`config.mk`:
```
export PLATFORM = sky130hd
export DESIGN_NAME = alu_ctrl_issue_flat
export DESIGN_NICKNAME = d
export VERILOG_FILES = /design/src/rtl/alu_ctrl_issue_if.sv /design/src/rtl/alu_ctrl_issue.sv /design/src/flat_wrapper.sv
export SDC_FILE = /design/constraint.sdc
export NUM_CORES = 1
export LEC_CHECK = 0
export ABC_AREA = 1
export CAP_MARGIN = 20
export CORE_UTILIZATION = 43
export CTS_CLUSTER_SIZE = 12
export DETAILED_ROUTE_END_ITERATION = 8
export GPL_ROUTABILITY_DRIVEN = 0
export PLACE_DENSITY = 0.72
export SYNTH_ARGS = -nofsm -noshare
export SYNTH_HDL_FRONTEND = slang
export SYNTH_SLANG_ARGS = --single-unit
```
`constraint.sdc`:
```
create_clock -name clk -period 7.9 [get_ports clk]
set_clock_uncertainty 0.15 [all_clocks]
set_input_delay 1.58 -clock clk [delete_from_list [all_inputs] [get_ports clk]]
set_output_delay 1.58 -clock clk [all_outputs]
set_load 0.02 [all_outputs]
```
`src/rtl/alu_ctrl_issue_if.sv`:
```
// alu_ctrl_issue_if: ID-side op/operand handshake plus ALU-side head handshake for alu_ctrl_issue.
interface alu_ctrl_issue_if #(parameter int XLEN = 32);
   logic            in_valid;
   logic            in_ready;
   logic [1:0]      alu_op;
   logic [2:0]      funct3;
   logic            funct7_b5;
   logic            is_rtype;
   logic [XLEN-1:0] op_a;
   logic [XLEN-1:0] op_b;
   logic            out_valid;
   logic            out_ready;
   logic [3:0]      alu_control;
   logic [XLEN-1:0] alu_a;
   logic [XLEN-1:0] alu_b;
   modport master (output in_valid, alu_op, funct3, funct7_b5, is_rtype, op_a, op_b, out_ready,
                   input in_ready, out_valid, alu_control, alu_a, alu_b);
   modport slave  (input in_valid, alu_op, funct3, funct7_b5, is_rtype, op_a, op_b, out_ready,
                   output in_ready, out_valid, alu_control, alu_a, alu_b);
endinterface

```
`src/rtl/alu_ctrl_issue.sv`:
```
// alu_ctrl_issue: decodes ALU control and issues it with operands through a 2-entry skid FIFO.
// Optional ALU_CTRL_ILLEGAL_TRAP_EN adds illegal_op / illegal_cnt.
module alu_ctrl_issue #(
   parameter int XLEN = 32
) (
   input  logic             clk,
   input  logic             reset,
   input  logic             flush,
   alu_ctrl_issue_if.slave  bus
`ifdef ALU_CTRL_ILLEGAL_TRAP_EN
   ,
   output logic             illegal_op,
   output logic [7:0]       illegal_cnt
`endif
);
   logic [1:0]      occ_q, occ_d;
   logic            in_ready_q;
   logic [3:0]      ctl_d, hc_q, sc_q;
   logic [XLEN-1:0] ha_q, hb_q, sa_q, sb_q;
   logic            acc, pop, load_new, load_skid, skid_wr;

   always_comb begin
      ctl_d = bus.alu_op == 2'b00 ? 4'b0010 :
              bus.alu_op == 2'b01 ? 4'b0110 :
              bus.alu_op == 2'b11 ? 4'b1111 :
              bus.funct3 == 3'b000 ? ((bus.is_rtype & bus.funct7_b5) ? 4'b0110 : 4'b0010) :
              bus.funct3 == 3'b111 ? 4'b0000 :
              bus.funct3 == 3'b110 ? 4'b0001 : 4'b1111;
      // flush kills both the incoming beat and the pop
      acc       = bus.in_valid & in_ready_q & ~flush;
      pop       = (occ_q != 2'd0) & bus.out_ready & ~flush;
      load_new  = acc & ((occ_q == 2'd0) | pop);
      load_skid = pop & (occ_q == 2'd2);
      skid_wr   = acc & (occ_q == 2'd1) & ~pop;
      occ_d     = flush ? 2'd0 : occ_q + {1'b0, acc} - {1'b0, pop};
   end

   always_ff @(posedge clk) begin
      if (reset) begin
         occ_q      <= 2'd0;
         in_ready_q <= 1'b1;
         hc_q       <= 4'b0000;
         ha_q       <= '0;
         hb_q       <= '0;
      end else begin
         occ_q      <= occ_d;
         in_ready_q <= occ_d != 2'd2;
         if (load_new) begin
            hc_q <= ctl_d;
            ha_q <= bus.op_a;
            hb_q <= bus.op_b;
         end else if (load_skid) begin
            hc_q <= sc_q;
            ha_q <= sa_q;
            hb_q <= sb_q;
         end
      end
   end

   always_ff @(posedge clk) begin
      if (skid_wr && !reset) begin
         sc_q <= ctl_d;
         sa_q <= bus.op_a;
         sb_q <= bus.op_b;
      end
   end

   assign bus.in_ready    = in_ready_q;
   assign bus.out_valid   = occ_q != 2'd0;
   assign bus.alu_control = hc_q;
   assign bus.alu_a       = ha_q;
   assign bus.alu_b       = hb_q;

`ifdef ALU_CTRL_ILLEGAL_TRAP_EN
   logic [7:0] cnt_q;

   always_ff @(posedge clk) begin
      if (reset) cnt_q <= 8'd0;
      else if (pop && hc_q == 4'b1111 && cnt_q != 8'hFF) cnt_q <= cnt_q + 8'd1;
   end

   assign illegal_op  = (occ_q != 2'd0) & (hc_q == 4'b1111);
   assign illegal_cnt = cnt_q;
`endif
endmodule

```
`src/flat_wrapper.sv`:
```
// flat-port wrapper written by rule: the top's interface ports become plain ports
module alu_ctrl_issue_flat 
#(
   parameter int XLEN = 32
)
  (clk, reset, flush, bus_in_valid, bus_alu_op, bus_funct3, bus_funct7_b5, bus_is_rtype, bus_op_a, bus_op_b, bus_out_ready, bus_in_ready, bus_out_valid, bus_alu_control, bus_alu_a, bus_alu_b);
  alu_ctrl_issue_if #(.XLEN(XLEN)) bus_i ();
  input  logic clk;
  input  logic reset;
  input  logic flush;
  input wire logic [$bits(bus_i.in_valid)-1:0] bus_in_valid;
  input wire logic [$bits(bus_i.alu_op)-1:0] bus_alu_op;
  input wire logic [$bits(bus_i.funct3)-1:0] bus_funct3;
  input wire logic [$bits(bus_i.funct7_b5)-1:0] bus_funct7_b5;
  input wire logic [$bits(bus_i.is_rtype)-1:0] bus_is_rtype;
  input wire logic [$bits(bus_i.op_a)-1:0] bus_op_a;
  input wire logic [$bits(bus_i.op_b)-1:0] bus_op_b;
  input wire logic [$bits(bus_i.out_ready)-1:0] bus_out_ready;
  output wire logic [$bits(bus_i.in_ready)-1:0] bus_in_ready;
  output wire logic [$bits(bus_i.out_valid)-1:0] bus_out_valid;
  output wire logic [$bits(bus_i.alu_control)-1:0] bus_alu_control;
  output wire logic [$bits(bus_i.alu_a)-1:0] bus_alu_a;
  output wire logic [$bits(bus_i.alu_b)-1:0] bus_alu_b;
  assign bus_i.in_valid = bus_in_valid;
  assign bus_i.alu_op = bus_alu_op;
  assign bus_i.funct3 = bus_funct3;
  assign bus_i.funct7_b5 = bus_funct7_b5;
  assign bus_i.is_rtype = bus_is_rtype;
  assign bus_i.op_a = bus_op_a;
  assign bus_i.op_b = bus_op_b;
  assign bus_i.out_ready = bus_out_ready;
  assign bus_in_ready = bus_i.in_ready;
  assign bus_out_valid = bus_i.out_valid;
  assign bus_alu_control = bus_i.alu_control;
  assign bus_alu_a = bus_i.alu_a;
  assign bus_alu_b = bus_i.alu_b;
  alu_ctrl_issue #(.XLEN(XLEN)) u_core (.clk(clk), .reset(reset), .flush(flush), .bus(bus_i));
endmodule
```
# == Word level (Yosys, flattened, before mapping) ==
# Cells that the tools add are included.
# totals
reg_bits,139
input_bits,76
out_inout_bits,70
# op_classes
add_sub_neg,2
n_eq_ne,7
n_mux,14
n_bitwise,12
n_reduce_logical,7
# op_table
operator,n
two-way mux 32 bit,4
two-way mux 4 bit,8
AND 1 bit,9
"equality test 3 bit, second input constant",2
"equality test 2 x 1 -> 1 bit, second input constant",2
"equality test 2 bit, second input constant",2
logical NOT 2 bit,2
nonzero test 2 bit,2
logical NOT 3 bit,1
two-way mux 3 bit,1
adder 2 x 1 -> 2 bit,1
two-way mux 2 bit,1
"!= test 2 bit, second input constant",1
inverter 1 bit,2
subtractor 2 x 1 -> 2 bit,1
logical AND 1 bit,1
logical NOT 1 bit,1
bitwise OR 1 bit,1

# == Logic depth before layout (Yosys ltp) ==
# depth
word_depth,8
mapped_depth,11

# == Worst setup path after synthesis ==
# OpenSTA, ideal clock, no wires.
# synth_timing
path_type,input -> register
start,in bus_in_valid
end,"reg u_core.sa_q[0], enable pin"
setup_ps,578
t_arrival_ps,6511
required_ps,7172
setup_slack_ps,660
cell_stages,4
n_path_buf,0
cell_sequence,nand2_1 > nor2_1 > nand3_1 > nor3_1
# synth_between
elab_chain_len,5
# synth_rtl
element,line,rtl
"start, declared",flat_wrapper.sv:11,input wire logic [$bits(bus_i.in_valid)-1:0] bus_in_valid;
AND 1 bit (2 in a row),alu_ctrl_issue.sv:30,acc = bus.in_valid & in_ready_q & ~flush;
AND 1 bit (2 in a row),alu_ctrl_issue.sv:34,skid_wr = acc & (occ_q == 2'd1) & ~pop;
logical AND 1 bit,alu_ctrl_issue.sv:61,if (skid_wr && !reset) begin
"end signal, assigned",alu_ctrl_issue.sv:63,sa_q <= bus.op_a;
"end, declared",alu_ctrl_issue.sv:19,"logic [XLEN-1:0] ha_q, hb_q, sa_q, sb_q;"
# No other way between the ends.
# A chain may end at the register's enable or synchronous reset.

# == Final worst setup path ==
# layout_timing
start,in flush
end,reg u_core.ha_q[24] (netlist: u_core.bus.alu_a[24])
# layout_between
elab_chain_len,5
# layout_rtl
element,line,rtl
"start, declared",flat_wrapper.sv:10,input logic flush;
inverter 1 bit *,"alu_ctrl_issue.sv:30, alu_ctrl_issue.sv:31",
AND 1 bit,alu_ctrl_issue.sv:31,pop = (occ_q != 2'd0) & bus.out_ready & ~flush;
bitwise OR 1 bit,alu_ctrl_issue.sv:32,load_new = acc & ((occ_q == 2'd0) | pop);
AND 1 bit,alu_ctrl_issue.sv:32,
two-way mux 32 bit / nonzero test 2 bit (equally long branches),--,
"end signal, assigned",alu_ctrl_issue.sv:50,ha_q <= bus.op_a;
"end signal, assigned",alu_ctrl_issue.sv:54,ha_q <= sa_q;
"end, declared",alu_ctrl_issue.sv:19,
# Mark *: on every way between the ends. The rest lies on a longest branch, timed or not.

==> summary.md <==
| Metric | Value |
|---|---|
| Pre-CTS setup slack | `2939 ps` |
| Worst hold slack | `373.3 ps` |
| Sw Ratio | `22.95%` |
| Post-DP HPWL | `8.367 mm` |
| Commonest cells after routing, fill and taps aside | `nand2_1, clkdlybuf4s50_1, nand3_1` |
| Port Buffers | `145` |
| Synth cell types | `26` |
| FF+latch count, synth | `139` |
| Gr ovfl total | `0` |
| Global-route wire length before repair | `21.34 mm` |
| Number of routed nets with antenna violations | `0` |
| Clock share of power | `43.5%` |
| PnR worst setup slack | `3331 ps` |
| Final setup fails | `0` |
| Post-synthesis mux area share | `0%` |
| Max FO, Critical Path | `72` |
| CTS Sinks | `139` |
| Final hold viol count | `0` |
| Longest Clk Path Bufs | `2` |
| Commonest non-fill, non-tap cell in the layout | `nand2_1` |
| # IOs | `146` |
| 1st-pass router iterations | `5` |
| Hold Crit Class | `reg -> reg` |
| Syn Std Cell Area | `5569 um^2` |
| DRC viols | `0` |
| RSZ-0062 raised after global routing | `false` |
| Die X | `115.8 um` |
| Area contributors post-synth | `edfxtp_1, dfxtp_1, nand2_1` |
| Share of cells above drive strength 1 | `5.737%` |
| Vias per cell | `4.958` |
| Root buf cell | `clkbuf_16` |
| WL per Instance | `14.49 um` |
| Peak Freq | `218.9 MHz` |
| Psw | `397.7 uW` |
| CP required | `8110 ps` |
| Largest net degree at the start of global routing | `73` |
| Crit path kind | `in -> reg` |
| Mapped Cells | `620` |
| PostCTS Resize Cnt | `0` |
| Initial core utilization | `44.13%` |
| DIE AREA | `13410 um^2` |
| Leak | `0.003365 uW` |
| Final net count | `832` |
| Post-route minimum period | `4569 ps` |
| N_diodes | `0` |
| Outcome | `complete, no violations` |
| Tot Pwr | `1733 uW` |
| Simple-gate area share of the yosys netlist | `27.05%` |
| Compound-Gate Fraction of Synth Area | `1.865%` |
| Clk slew on worst S/H paths | `50 ps` |
| Slew HR | `40.03%` |
| Syn avg cell area | `8.982 um^2` |
| Fin Setup TNS | `0 ps` |
| Hold_buf cts | `0` |
| Gate power share | `10.9%` |
| Tcrit/Tclk final | `57.84%` |
| CORE AREA | `12620 um^2` |
| Initial DRC count | `375` |
| Crit path launch type | `input port` |
| Area grow syn2layout | `37.99%` |
| Slew Viols, Final | `0` |
| Routed wire length | `13.60 mm` |
| Yosys top cell by area | `edfxtp_1` |
| CTS Buf Count | `17` |
| Peak VDD IR | `0.0001267 V` |
| Total GRT Usage | `21.05%` |
| Xor and xnor area share after synthesis | `0.3145%` |
| Adder-Cell Fraction of Synth Area | `0.4493%` |
| Power Dens Cells | `225.5 nW/um^2` |
| Initial antenna violation count | `0` |
| Yosys top cell area share | `36.67%` |
| Syn Nets | `698` |
| Post-route cell area | `7685 um^2` |
| Seq pwr share | `45.6%` |
| Main combinational cell family by area after synthesis | `simple AND/OR/NAND/NOR gates` |
| Worst-margin pin slew | `899.6 ps` |
| Max-cap violations | `0` |
| Worst skew pair latency | `420 ps` |
| Int Power | `1335 uW` |
| Vias in the first global route | `4602` |
| Sequential area share after synthesis | `62.19%` |
| Chip height | `115.8 um` |
| Crit path capture type | `flip-flop` |
| Setup Fix Bufs, Post-CTS | `0` |
| Clock H-tree levels | `4` |
| Site row count | `41` |
| Syn. warnings | `0` |
| CTS tree | `yes` |
| Cell Area, Placed | `7118 um^2` |
| Vias post-DR | `4656` |
| Worst path arrival time | `4780 ps` |
## power groups by stage
stage / combinational (uW) / clock, uW / sequential (uW)
floorplan: 68.8 / 0 / 825
finish: 189 / 755 / 789
CTS: 189 / 763 / 789
global placement: 182 / 0 / 804
global route: 206 / 792 / 791
detailed placement: 188 / 0 / 804
## cells in the mapped netlist (all sizes together)
cell,count
a31oi,3
a21oi,4
inv,76
clkbuf,16
xnor2,1
nor3,4
dfxtp,71
ha,2
o21bai,1
buf,18
edfxtp,68
o21ai,10
nand3,126
or2,2
nand3b,1
o211ai,1
nand2,207
xor2,1
nor2,8
## per-layer routing
layer / vias to the layer above / track usage [%] / share of wire (%)
li1: 2263 / - / -
met1: 2173 / 24.27 / 42
met2: 206 / 36.79 / 49
met3: 14 / 5.701 / 7.9
met4: 0 / 8.974 / 1.2
met5: - / 0 / 0
## logic make-up (layout without fill, tap and decap cells)
| logic type | Yosys count | after routing |
|---|---|---|
| and+or+nand+nor | 348 | 348 |
| DFF | 139 | 139 |
| buffers and inverters | 110 | 257 |
| AOI/OAI and AO/OA | 19 | 19 |
| adders and majority gates | 2 | 2 |
| xor gates and xnor gates | 2 | 2 |
## state kept, by name (all words and copies together), names as in the netlist
name and flops:
u_core.sb_q 32, u_core.bus.alu_a 32, u_core.bus.in_ready 1, u_core.bus.alu_control 4
u_core.sa_q 32, u_core.occ_q 2, u_core.bus.alu_b 32, u_core.sc_q 4
## worst paths after layout
kind	cells after the start	slack [ps]	from	end
setup / recovery	12	3330	flush	u_core.bus.alu_a[24]$_SDFFE_PP0P_
hold / removal	2	370	u_core.bus.alu_b[24]$_SDFFE_PP0P_	u_core.bus.alu_b[24]$_SDFFE_PP0P_
setup reg to reg	11	4680	u_core.occ_q[1]$_SDFF_PP0_	u_core.bus.alu_a[24]$_SDFFE_PP0P_
hold reg to reg	2	370	u_core.bus.alu_b[24]$_SDFFE_PP0P_	u_core.bus.alu_b[24]$_SDFFE_PP0P_
## area by class of cell
cell class | count | area, um^2
Multi-Input combinational cell | 371 | 1658
Clock inverter | 8 | 65.06
Inverter | 76 | 287.8
Timing Repair Buffer | 149 | 1494
Tap cell | 172 | 215.2
Clock buffer | 24 | 501.7
Fill cell | 1065 | 4935
Sequential cell | 139 | 3463
## critical path: stages
cell	delay, ps
clkdlybuf4s50_1	530
inv_2	50
nand2_2	130
nand2_1	80
nand2_2	50
buf_4	610
inv_4	480
nor2_8	800
nand2_1	140
nand3_1	130
nand2_1	60
inv_1	70
## stage by stage
step / std cells / util, %
2_1_floorplan: 620 / -
3_3_place_gp: 906 / 56.25
3_5_place_dp: 907 / 56.40
4_1_cts: 939 / 60.90
5_1_grt: 939 / 60.90
6_report: 939 / 60.90
No activity file was read; power rests on OpenSTA's default activity.
